===== config.mk =====
export PLATFORM = sky130hd
export DESIGN_NAME = uart_rx_flat
export DESIGN_NICKNAME = d
export VERILOG_FILES = /design/src/rtl/uart_rx_if.sv /design/src/rtl/uart_rx.sv /design/src/flat_wrapper.sv
export SDC_FILE = /design/constraint.sdc
export NUM_CORES = 1
export LEC_CHECK = 0
export ABC_AREA = 1
export CORE_MARGIN = 2
export CORE_UTILIZATION = 35
export CTS_CLUSTER_SIZE = 12
export DETAILED_ROUTE_END_ITERATION = 10
export GPL_TIMING_DRIVEN = 0
export PLACE_DENSITY = 0.63
export SYNTH_ARGS = -nofsm -noshare
export SYNTH_HDL_FRONTEND = slang
export SYNTH_SLANG_ARGS = --single-unit

===== constraint.sdc =====
create_clock -name clk -period 1.7 [get_ports clk]
set_input_delay 0.17 -clock clk [delete_from_list [all_inputs] [get_ports clk]]
set_output_delay 0.17 -clock clk [all_outputs]
set_load 0.005 [all_outputs]

===== src/rtl/uart_rx_if.sv =====
// rtl/uart_rx_if.sv - received-byte valid/ack handshake between uart_rx and its consumer
interface uart_rx_if;
   logic [7:0] dout;
   logic       dout_vld;
   logic       dout_ack;

   modport master (output dout, output dout_vld, input dout_ack);
   modport slave  (input dout, input dout_vld, output dout_ack);
endinterface


===== src/rtl/uart_rx.sv =====
// rtl/uart_rx.sv - 8N1 UART receiver with centre sampling, valid/ack delivery, framing and overrun pulses
module uart_rx #(
   parameter int CLKS_PER_BIT = 868
) (
   input  logic      clk,
   input  logic      rst,
   input  logic      rx,
   uart_rx_if.master bus,
   output logic      frame_err,
   output logic      overrun,
   output logic      busy
);

   localparam logic [15:0] HALF = 16'(CLKS_PER_BIT / 2 - 1);
   localparam logic [15:0] LAST = 16'(CLKS_PER_BIT - 1);

   typedef enum logic [2:0] {
      S_IDLE,
      S_START,
      S_DATA,
      S_STOP,
      S_BRK
   } state_t;

   state_t      state_q;
   logic [15:0] cnt_q;
   logic [2:0]  idx_q;
   logic [7:0]  shift_q;
   logic        sync1_q;
   logic        sync2_q;
   logic [7:0]  dout_q;
   logic        dout_vld_q;
   logic        frame_err_q;
   logic        overrun_q;
   logic        busy_q;

   always_ff @(posedge clk) begin
      if (rst) begin
         state_q     <= S_IDLE;
         cnt_q       <= '0;
         idx_q       <= '0;
         shift_q     <= '0;
         sync1_q     <= 1'b1;
         sync2_q     <= 1'b1;
         dout_q      <= '0;
         dout_vld_q  <= 1'b0;
         frame_err_q <= 1'b0;
         overrun_q   <= 1'b0;
         busy_q      <= 1'b0;
      end else begin
         sync1_q     <= rx;
         sync2_q     <= sync1_q;
         frame_err_q <= 1'b0;
         overrun_q   <= 1'b0;

         // A delivery later in this block overrides the ack-driven clear.
         if (dout_vld_q && bus.dout_ack) begin
            dout_vld_q <= 1'b0;
         end

         case (state_q)
            S_IDLE: begin
               if (!sync2_q) begin
                  state_q <= S_START;
                  cnt_q   <= '0;
                  busy_q  <= 1'b1;
               end
            end
            S_START: begin
               if (cnt_q == HALF) begin
                  cnt_q <= '0;
                  idx_q <= '0;
                  if (!sync2_q) begin
                     state_q <= S_DATA;
                  end else begin
                     state_q <= S_IDLE;
                     busy_q  <= 1'b0;
                  end
               end else begin
                  cnt_q <= cnt_q + 16'd1;
               end
            end
            S_DATA: begin
               if (cnt_q == LAST) begin
                  shift_q <= {sync2_q, shift_q[7:1]};
                  cnt_q   <= '0;
                  idx_q   <= idx_q + 3'd1;
                  if (idx_q == 3'd7) begin
                     state_q <= S_STOP;
                  end
               end else begin
                  cnt_q <= cnt_q + 16'd1;
               end
            end
            S_STOP: begin
               if (cnt_q == LAST) begin
                  cnt_q <= '0;
                  if (sync2_q) begin
                     dout_q     <= shift_q;
                     dout_vld_q <= 1'b1;
                     overrun_q  <= dout_vld_q && !bus.dout_ack;
                     state_q    <= S_IDLE;
                     busy_q     <= 1'b0;
                  end else begin
                     frame_err_q <= 1'b1;
                     state_q     <= S_BRK;
                  end
               end else begin
                  cnt_q <= cnt_q + 16'd1;
               end
            end
            S_BRK: begin
               // Held-low break: wait for the line to recover, one frame_err only.
               if (sync2_q) begin
                  state_q <= S_IDLE;
                  busy_q  <= 1'b0;
               end
            end
            default: begin
               state_q <= S_IDLE;
               busy_q  <= 1'b0;
            end
         endcase
      end
   end

   assign bus.dout     = dout_q;
   assign bus.dout_vld = dout_vld_q;
   assign frame_err    = frame_err_q;
   assign overrun      = overrun_q;
   assign busy         = busy_q;

endmodule


===== src/flat_wrapper.sv =====
// flat-port wrapper written by rule: the top's interface ports become plain ports
module uart_rx_flat 
#(
   parameter int CLKS_PER_BIT = 868
)
  (clk, rst, rx, frame_err, overrun, busy, bus_dout, bus_dout_vld, bus_dout_ack);
  uart_rx_if bus_i ();
  input  logic clk;
  input  logic rst;
  input  logic rx;
  output logic frame_err;
  output logic overrun;
  output logic busy;
  output wire logic [$bits(bus_i.dout)-1:0] bus_dout;
  output wire logic [$bits(bus_i.dout_vld)-1:0] bus_dout_vld;
  input wire logic [$bits(bus_i.dout_ack)-1:0] bus_dout_ack;
  assign bus_dout = bus_i.dout;
  assign bus_dout_vld = bus_i.dout_vld;
  assign bus_i.dout_ack = bus_dout_ack;
  uart_rx #(.CLKS_PER_BIT(CLKS_PER_BIT)) u_core (.clk(clk), .rst(rst), .rx(rx), .bus(bus_i), .frame_err(frame_err), .overrun(overrun), .busy(busy));
endmodule

==> results of run 1 <==
-- cells in the mapped netlist (all sizes together), types with 4 or more instances --
master and instances:
ha 4, o21ai 30, nand3 21, a21oi 27
nor3 14, inv 45, nor2 43, nand4 9
nand2 63, clkbuf 4, dfxtp 44
-- cell usage in the layout, fill, tap and decap left out, types with 3 or more instances in the layout --
cell | netlist | routed
clkdlybuf4s50_1 | 0 | 15
nand3_2 | 5 | 5
o21ai_1 | 3 | 7
nand2_1 | 52 | 51
inv_2 | 8 | 8
nand3_1 | 15 | 15
clkbuf_1 | 4 | 4
nand4_1 | 8 | 8
o21ai_0 | 27 | 23
inv_1 | 37 | 37
nor2_2 | 5 | 5
nor3_1 | 11 | 11
nand2_2 | 7 | 8
a21oi_1 | 27 | 27
dfxtp_1 | 44 | 41
ha_1 | 4 | 3
nor2_1 | 35 | 35
clkbuf_8 | 0 | 5
nand2_4 | 4 | 4
-- cells by family after synthesis --
kind of cell               after synthesis  share of synthesized area
and+or+nand+nor                        153                      0.358
adders and majority gates                4                     0.0220
buffers and inverters                   51                     0.0865
AOI/OAI and AO/OA                       61                      0.138
xor gates and xnor gates                 2                    0.00771
DFF                                     44                      0.388
-- area by class of cell --
cell class,count,area (µm²)
Inverter,45,169
Tap cell,77,96.3
Clock inverter,3,46.3
Timing Repair Buffer,16,170
Multi-Input combinational cell,220,1220
Clock buffer,5,68.8
Sequential cell,44,890
Fill cell,675,3630
Buffer,6,27.5
-- worst max path at each step --
stage                     cells after the start            start                 end  slack (ns)
after floorplan                              10  u_core.cnt_q[0]   u_core.state_q[2]        0.20
after global placement                        8  u_core.cnt_q[0]    u_core.cnt_q[15]        -0.1
after detailed placement                      8  u_core.cnt_q[0]    u_core.cnt_q[15]       -0.08
after CTS                                     8  u_core.cnt_q[1]      u_core.overrun       0.007
after global routing                          7  u_core.cnt_q[0]  u_core.bus.dout[2]       -0.01
final                                         8  u_core.cnt_q[0]      u_core.overrun        0.11
-- critical path, delay by kind of cell (launching register included) --
family                   cells  cell delay (ns)
AND/OR/NAND/NOR              5             0.75
flip-flops                   1             0.40
buffers and inverters        2             0.19
adder cells (fa/ha/maj)      1             0.17
-- registers in the layout, summed over array words and instances, names as in the netlist --
signal / count
u_core.cnt_q: 16
u_core.bus.dout: 8
u_core.shift_q: 8
u_core.idx_q: 3
u_core.state_q: 3
u_core.bus.dout_vld: 1
u_core.busy: 1
u_core.frame_err: 1
u_core.overrun: 1
u_core.sync1_q: 1
u_core.sync2_q: 1
-- power groups by stage --
stage / logic, W / clock network (W) / registers (W)
floorplan: 0.000955 / 0 / 0.00119
global placement: 0.00121 / 0 / 0.00120
detailed placement: 0.00122 / 0 / 0.00120
CTS: 0.00126 / 0.000856 / 0.00118
global route: 0.00141 / 0.000906 / 0.00121
finish: 0.00125 / 0.000834 / 0.00120
-- metrics by stage --
stage	total power (W)	setup WS (ns)
after floorplan	0.00214	0.202
after global placement	0.00242	-0.0993
after detailed placement	0.00242	-0.0817
after CTS	0.00330	0.00690
after global routing	0.00353	-0.0139
final	0.00328	0.107
-- timing repair --
item / CTS / global route
gates resized for setup: 4 / 9
setup endpoints to repair: 25 / 31
pin swaps: 1 / 2
endpoints found under the hold margin: 0 / 0
setup buffers: 1 / 0
-- routing by layer --
layer	up-vias	part of all wire	wire, µm	global-route usage
met3	5	0.036	183	0.0305
met2	32	0.47	2410	0.254
met4	0	0.011	58	0.0519
met5	-	0	0	0
met1	958	0.48	2450	0.203
li1	1073	-	-	-
==> results.sh, run 1 <==
export IMPL_status="finished, final reports clean"
export IMPL_rrSetupSlack_ns=0.11
export IMPL_hpwl_um=3760
export IMPL_die_area_um2=7150
export IMPL_final_max_slew_viol_count=0
export IMPL_placed_area_um2=2520
export IMPL_fp_row_count=29
export IMPL_fin_cells=416
export IMPL_layout_min_cycle_time_ns=1.59
export IMPL_p_switching_w=0.00132
export IMPL_antennaDiodeCount=0
export IMPL_min_to="u_core.sync1_q"
export IMPL_rr_worst_depth=8
export IMPL_vias=2068
export IMPL_antenna_found_initial=0
export IMPL_cts_root_buf="clkbuf_8"
export IMPL_finalSetupTns_ns=0
export IMPL_p_int_w=0.00196
export IMPL_required_ns=1.92
export IMPL_postSynthAreaPerCell_um2=7.21
export IMPL_postSynthCellCount=315
export IMPL_path_cells="ha_4 > nand2_1 > nor3_1 > nand2_1 > nor3_4 > buf_12 > inv_2 > nor3_1"
export IMPL_wl_um=5100
export IMPL_clkSlewWorstSetupHoldPaths_ns=0.09
export IMPL_avgRoutedWirePerCell_um=12.3
export IMPL_endpoint_kind="register"
export IMPL_dp_cells=407
export IMPL_whs_ns=0.427
export IMPL_worst_pin_slew_ns=0.620
export IMPL_via_per_inst=4.97
export IMPL_swShare=0.402
export IMPL_dr_pass1_iters=4
export IMPL_setup_viol=0
export IMPL_maxCapViolations=0
export IMPL_cts_tree="yes"
export IMPL_final_core_util=0.425
export IMPL_synth_warnings=0
export IMPL_cp_max_fo=9
export IMPL_design_area_um2=2690
export IMPL_critPathArrivalTime_ns=1.82
export IMPL_worstHoldPathCells=2
export IMPL_synth_area_top_cells="dfxtp_1 (39%), nand2_1 (8.6%), inv_1 (6.1%)"
export IMPL_min_from="rx"
export IMPL_drive_gt1_frac=0.162
export IMPL_peakVddDrop_v=0.000740
export IMPL_clk_latency_ns=0.30
export IMPL_syn_num_nets=323
export IMPL_synth_top_area_frac=0.388
export IMPL_die_w_um=84.6
export IMPL_synth_top_area_cell="dfxtp_1"
export IMPL_rsz0062_at_grt="yes"
export IMPL_ant_nets=0
export IMPL_holdBufCountCts=0
export IMPL_combPwrFrac=0.381
export IMPL_cp_start_kind="register"
export IMPL_finalCritPeriodShare=0.937
export IMPL_slew_headroom=0.587
export IMPL_numCtsBuffers=5
export IMPL_reg2reg_from="u_core.cnt_q[0]"
export IMPL_die_y_um=84.6
export IMPL_core_area_um2=6310
export IMPL_grt_pass1_wl_um=9080
export IMPL_clkPwrFrac=0.254
export IMPL_drc=0
export IMPL_drtIter0Drc=133
export IMPL_synth_seq_cells=44
export IMPL_area_growth_pct=18.2
export IMPL_crit_type="register to register"
export IMPL_power_frac_seq=0.365
export IMPL_cpMaxStageDelayCell="dfxtp_4"
export IMPL_io_buffers=15
export IMPL_grtUsageTotal=0.155
export IMPL_cts_buffer_depth=2
export IMPL_hold_viol=0
export IMPL_min_path_type="input port to register"
export IMPL_leakage_nw=1.02
export IMPL_nNetsFinal=346
export IMPL_ys_async_sr_fraction=0
export IMPL_io_pins=16
export IMPL_clock_fmax_mhz=628
export IMPL_overflow=0
export IMPL_yosysSeqAreaShare=0.388
export IMPL_start_util=0.360
export IMPL_cts_sinks=44
export IMPL_cp_slowest_stage_delay_ns=0.40
export IMPL_ys_flop_type="dfxtp_1"
export IMPL_synth_edf_count=0
export IMPL_grt_pass1_vias=1997
export IMPL_syn_area_um2=2270
export IMPL_place_congestion=0.921
export IMPL_p_per_area_nw_per_um2=1220
export IMPL_grt_max_degree=16
export IMPL_r2r_end="u_core.overrun"
export IMPL_fin_skew_ns=0.00608
export IMPL_htreeDepth=2
export IMPL_ys_types=31
No activity file was read; power rests on OpenSTA's default activity.
==> run 2: changes to the inputs <==
--- a/config.mk
+++ b/config.mk
@@ -7,11 +7,10 @@
 export LEC_CHECK = 0
 export ABC_AREA = 1
 export CORE_MARGIN = 2
-export CORE_UTILIZATION = 35
-export CTS_CLUSTER_SIZE = 12
+export CORE_UTILIZATION = 62
 export DETAILED_ROUTE_END_ITERATION = 10
 export GPL_TIMING_DRIVEN = 0
-export PLACE_DENSITY = 0.63
+export PLACE_DENSITY = 0.94
 export SYNTH_ARGS = -nofsm -noshare
 export SYNTH_HDL_FRONTEND = slang
 export SYNTH_SLANG_ARGS = --single-unit
==> constraint.sdc (replaced) <==
create_clock -name clk -period 2.1 [get_ports clk]
set_input_delay 0.21 -clock clk [delete_from_list [all_inputs] [get_ports clk]]
set_output_delay 0.21 -clock clk [all_outputs]
set_load 0.005 [all_outputs]
==> run 2 against run 1 <==
  * Sequential power shrank 19%
  * Sequential cell count is the same
  * Critical path depth shrank 1
  * Clock skew grew 0.0048 ns
  * Routed wire length grew 5.0%
  * Final area shrank 4.5%
  * Core utilization grew 33 points
  * Register-to-register slack gained 0.04 ns
  * Total power shrank 23%
  * Non-clock buffer count shrank 1
  * Worst hold slack lost 0.0045 ns
  * Critical path type unchanged
==> results.sh, run 2 (synthesis results as in run 1) <==
export IMPL_hpwl_um=3910
export IMPL_vias=2209
export IMPL_cts_buffer_depth=2
export IMPL_grt_max_degree=16
export IMPL_cp_start_kind="register"
export IMPL_numCtsBuffers=5
export IMPL_die_y_um=64.5
export IMPL_post_cts_setup_buffer_count=0
export IMPL_cts_root_buf="clkbuf_4"
export IMPL_status="finished, final reports clean"
export IMPL_multi_input_area_um2=1190
export IMPL_peakVddDrop_v=0.000637
export IMPL_grt_pass1_vias=1988
export IMPL_start_util=0.665
export IMPL_clk_latency_ns=0.37
export IMPL_p_per_area_nw_per_um2=983
export IMPL_endpoint_kind="register"
export IMPL_die_area_um2=4160
export IMPL_cp_max_fo=9
export IMPL_wl_um=5360
export IMPL_clock_fmax_mhz=512
export IMPL_fill_cells=251
export IMPL_largest_reg_flops=16
export IMPL_critPathArrivalTime_ns=2.22
export IMPL_seqCellArea_um2=881
export IMPL_place_congestion=0.954
export IMPL_grtUsageTotal=0.282
export IMPL_cts_resized=0
export IMPL_via_per_inst=5.75
export IMPL_overflow=0
export IMPL_die_w_um=64.5
export IMPL_grt_pass1_wl_um=9110
export IMPL_regMostFlops="u_core.cnt_q"
export IMPL_maxCapViolations=0
export IMPL_holdBufCountCts=0
export IMPL_min_path_type="input port to register"
export IMPL_rsz0062_at_grt="no"
export IMPL_leakage_nw=1.00
export IMPL_final_max_slew_viol_count=0
export IMPL_fp_row_count=21
export IMPL_design_area_um2=2560
export IMPL_nNetsFinal=345
export IMPL_dr_pass1_iters=5
export IMPL_hold_viol=0
export IMPL_drc=0
export IMPL_layout_min_cycle_time_ns=1.95
export IMPL_htreeDepth=2
export IMPL_finalSetupTns_ns=0
export IMPL_final_common_cell="nand2_1"
export IMPL_antennaDiodeCount=0
export IMPL_cts_tree="yes"
export IMPL_clkSlewWorstSetupHoldPaths_ns=0.13
export IMPL_required_ns=2.37
export IMPL_setup_viol=0
export IMPL_area_growth_pct=12.9
export IMPL_placed_area_um2=2480
export IMPL_finalCritPeriodShare=0.930
export IMPL_slew_headroom=0.639
export IMPL_drtIter0Drc=242
export IMPL_io_pins=16
export IMPL_fin_skew_ns=0.0109
export IMPL_cts_sinks=44
export IMPL_ant_nets=0
export IMPL_antenna_found_initial=0
export IMPL_avgRoutedWirePerCell_um=13.9
export IMPL_core_area_um2=3420
export IMPL_io_buffers=15
export IMPL_crit_type="register to register"
export IMPL_final_cell_mix="nand2_1 (52), dfxtp_1 (44), inv_1 (37)"
export IMPL_drive_gt1_frac=0.145
export IMPL_worst_pin_slew_ns=0.541
## run 2: changes by cell type in the layout (fill, tap and decap cells not counted), sizes merged
| cell | previous run | this run |
|---|---|---|
| clkinv | 0 | 2 |
| buf | 3 | 2 |
| clkinvlp | 1 | 0 |
| inv | 46 | 45 |
## run 2: critical path, stage by stage, from the launching register on
cell and delay, ns:
dfxtp_1 0.46, ha_1 0.29, nand2_1 0.15, nor3_1 0.16, nand2_1 0.13, nor3_4 0.36
inv_2 0.09, nor3_1 0.21
## run 2: final cells by class
cell class              instances  area share
plain buffers                   6      0.0107
clock buffers                   5      0.0146
clock inverters                 3      0.0185
inverters                      45      0.0659
multi-input cells             220       0.466
flip-flops and latches         44       0.344
well taps                      46      0.0224
repair buffers                 15      0.0586
## run 2: worst paths after layout
check | startpoint | endpoint | slack, ns | depth (start not counted)
worst min-delay path | rx | u_core.sync1_q | 0.42 | 2
worst max register to register | u_core.cnt_q[0] | u_core.overrun | 0.15 | 7
worst max-delay path | u_core.cnt_q[0] | u_core.overrun | 0.15 | 7
worst min register to register | u_core.sync1_q | u_core.sync2_q | 0.43 | 1
## run 2: through the flow
step | setup WS, ns | util | hold WS (ns) | cells | total power [W]
5_1_grt | 0.0339 | 0.751 | 0.414 | 384 | 0.00266
3_5_place_dp | 0.354 | 0.726 | 0.397 | 376 | 0.00195
2_1_floorplan | 0.602 | - | 0.314 | 315 | 0.00173
4_1_cts | 0.190 | 0.751 | 0.427 | 384 | 0.00250
6_report | 0.147 | 0.751 | 0.423 | 384 | 0.00252
3_3_place_gp | 0.385 | 0.726 | 0.399 | 376 | 0.00192
## run 2: power by group
part / total, W / leakage (nW) / internal [W] / switching, W
sequential: 0.000966 / 0.356 / 0.000889 / 0.0000766
combinational: 0.00101 / 0.599 / 0.000316 / 0.000696
clock: 0.000544 / 0.0454 / 0.000254 / 0.000289
## run 2: routing by layer
| metal | track usage | part of all wire | up-vias |
|---|---|---|---|
| li1 | - | - | 1071 |
| met1 | 0.359 | 0.42 | 1031 |
| met4 | 0.109 | 0.020 | 0 |
| met3 | 0.0799 | 0.080 | 12 |
| met5 | 0 | 0 | - |
| met2 | 0.452 | 0.48 | 95 |
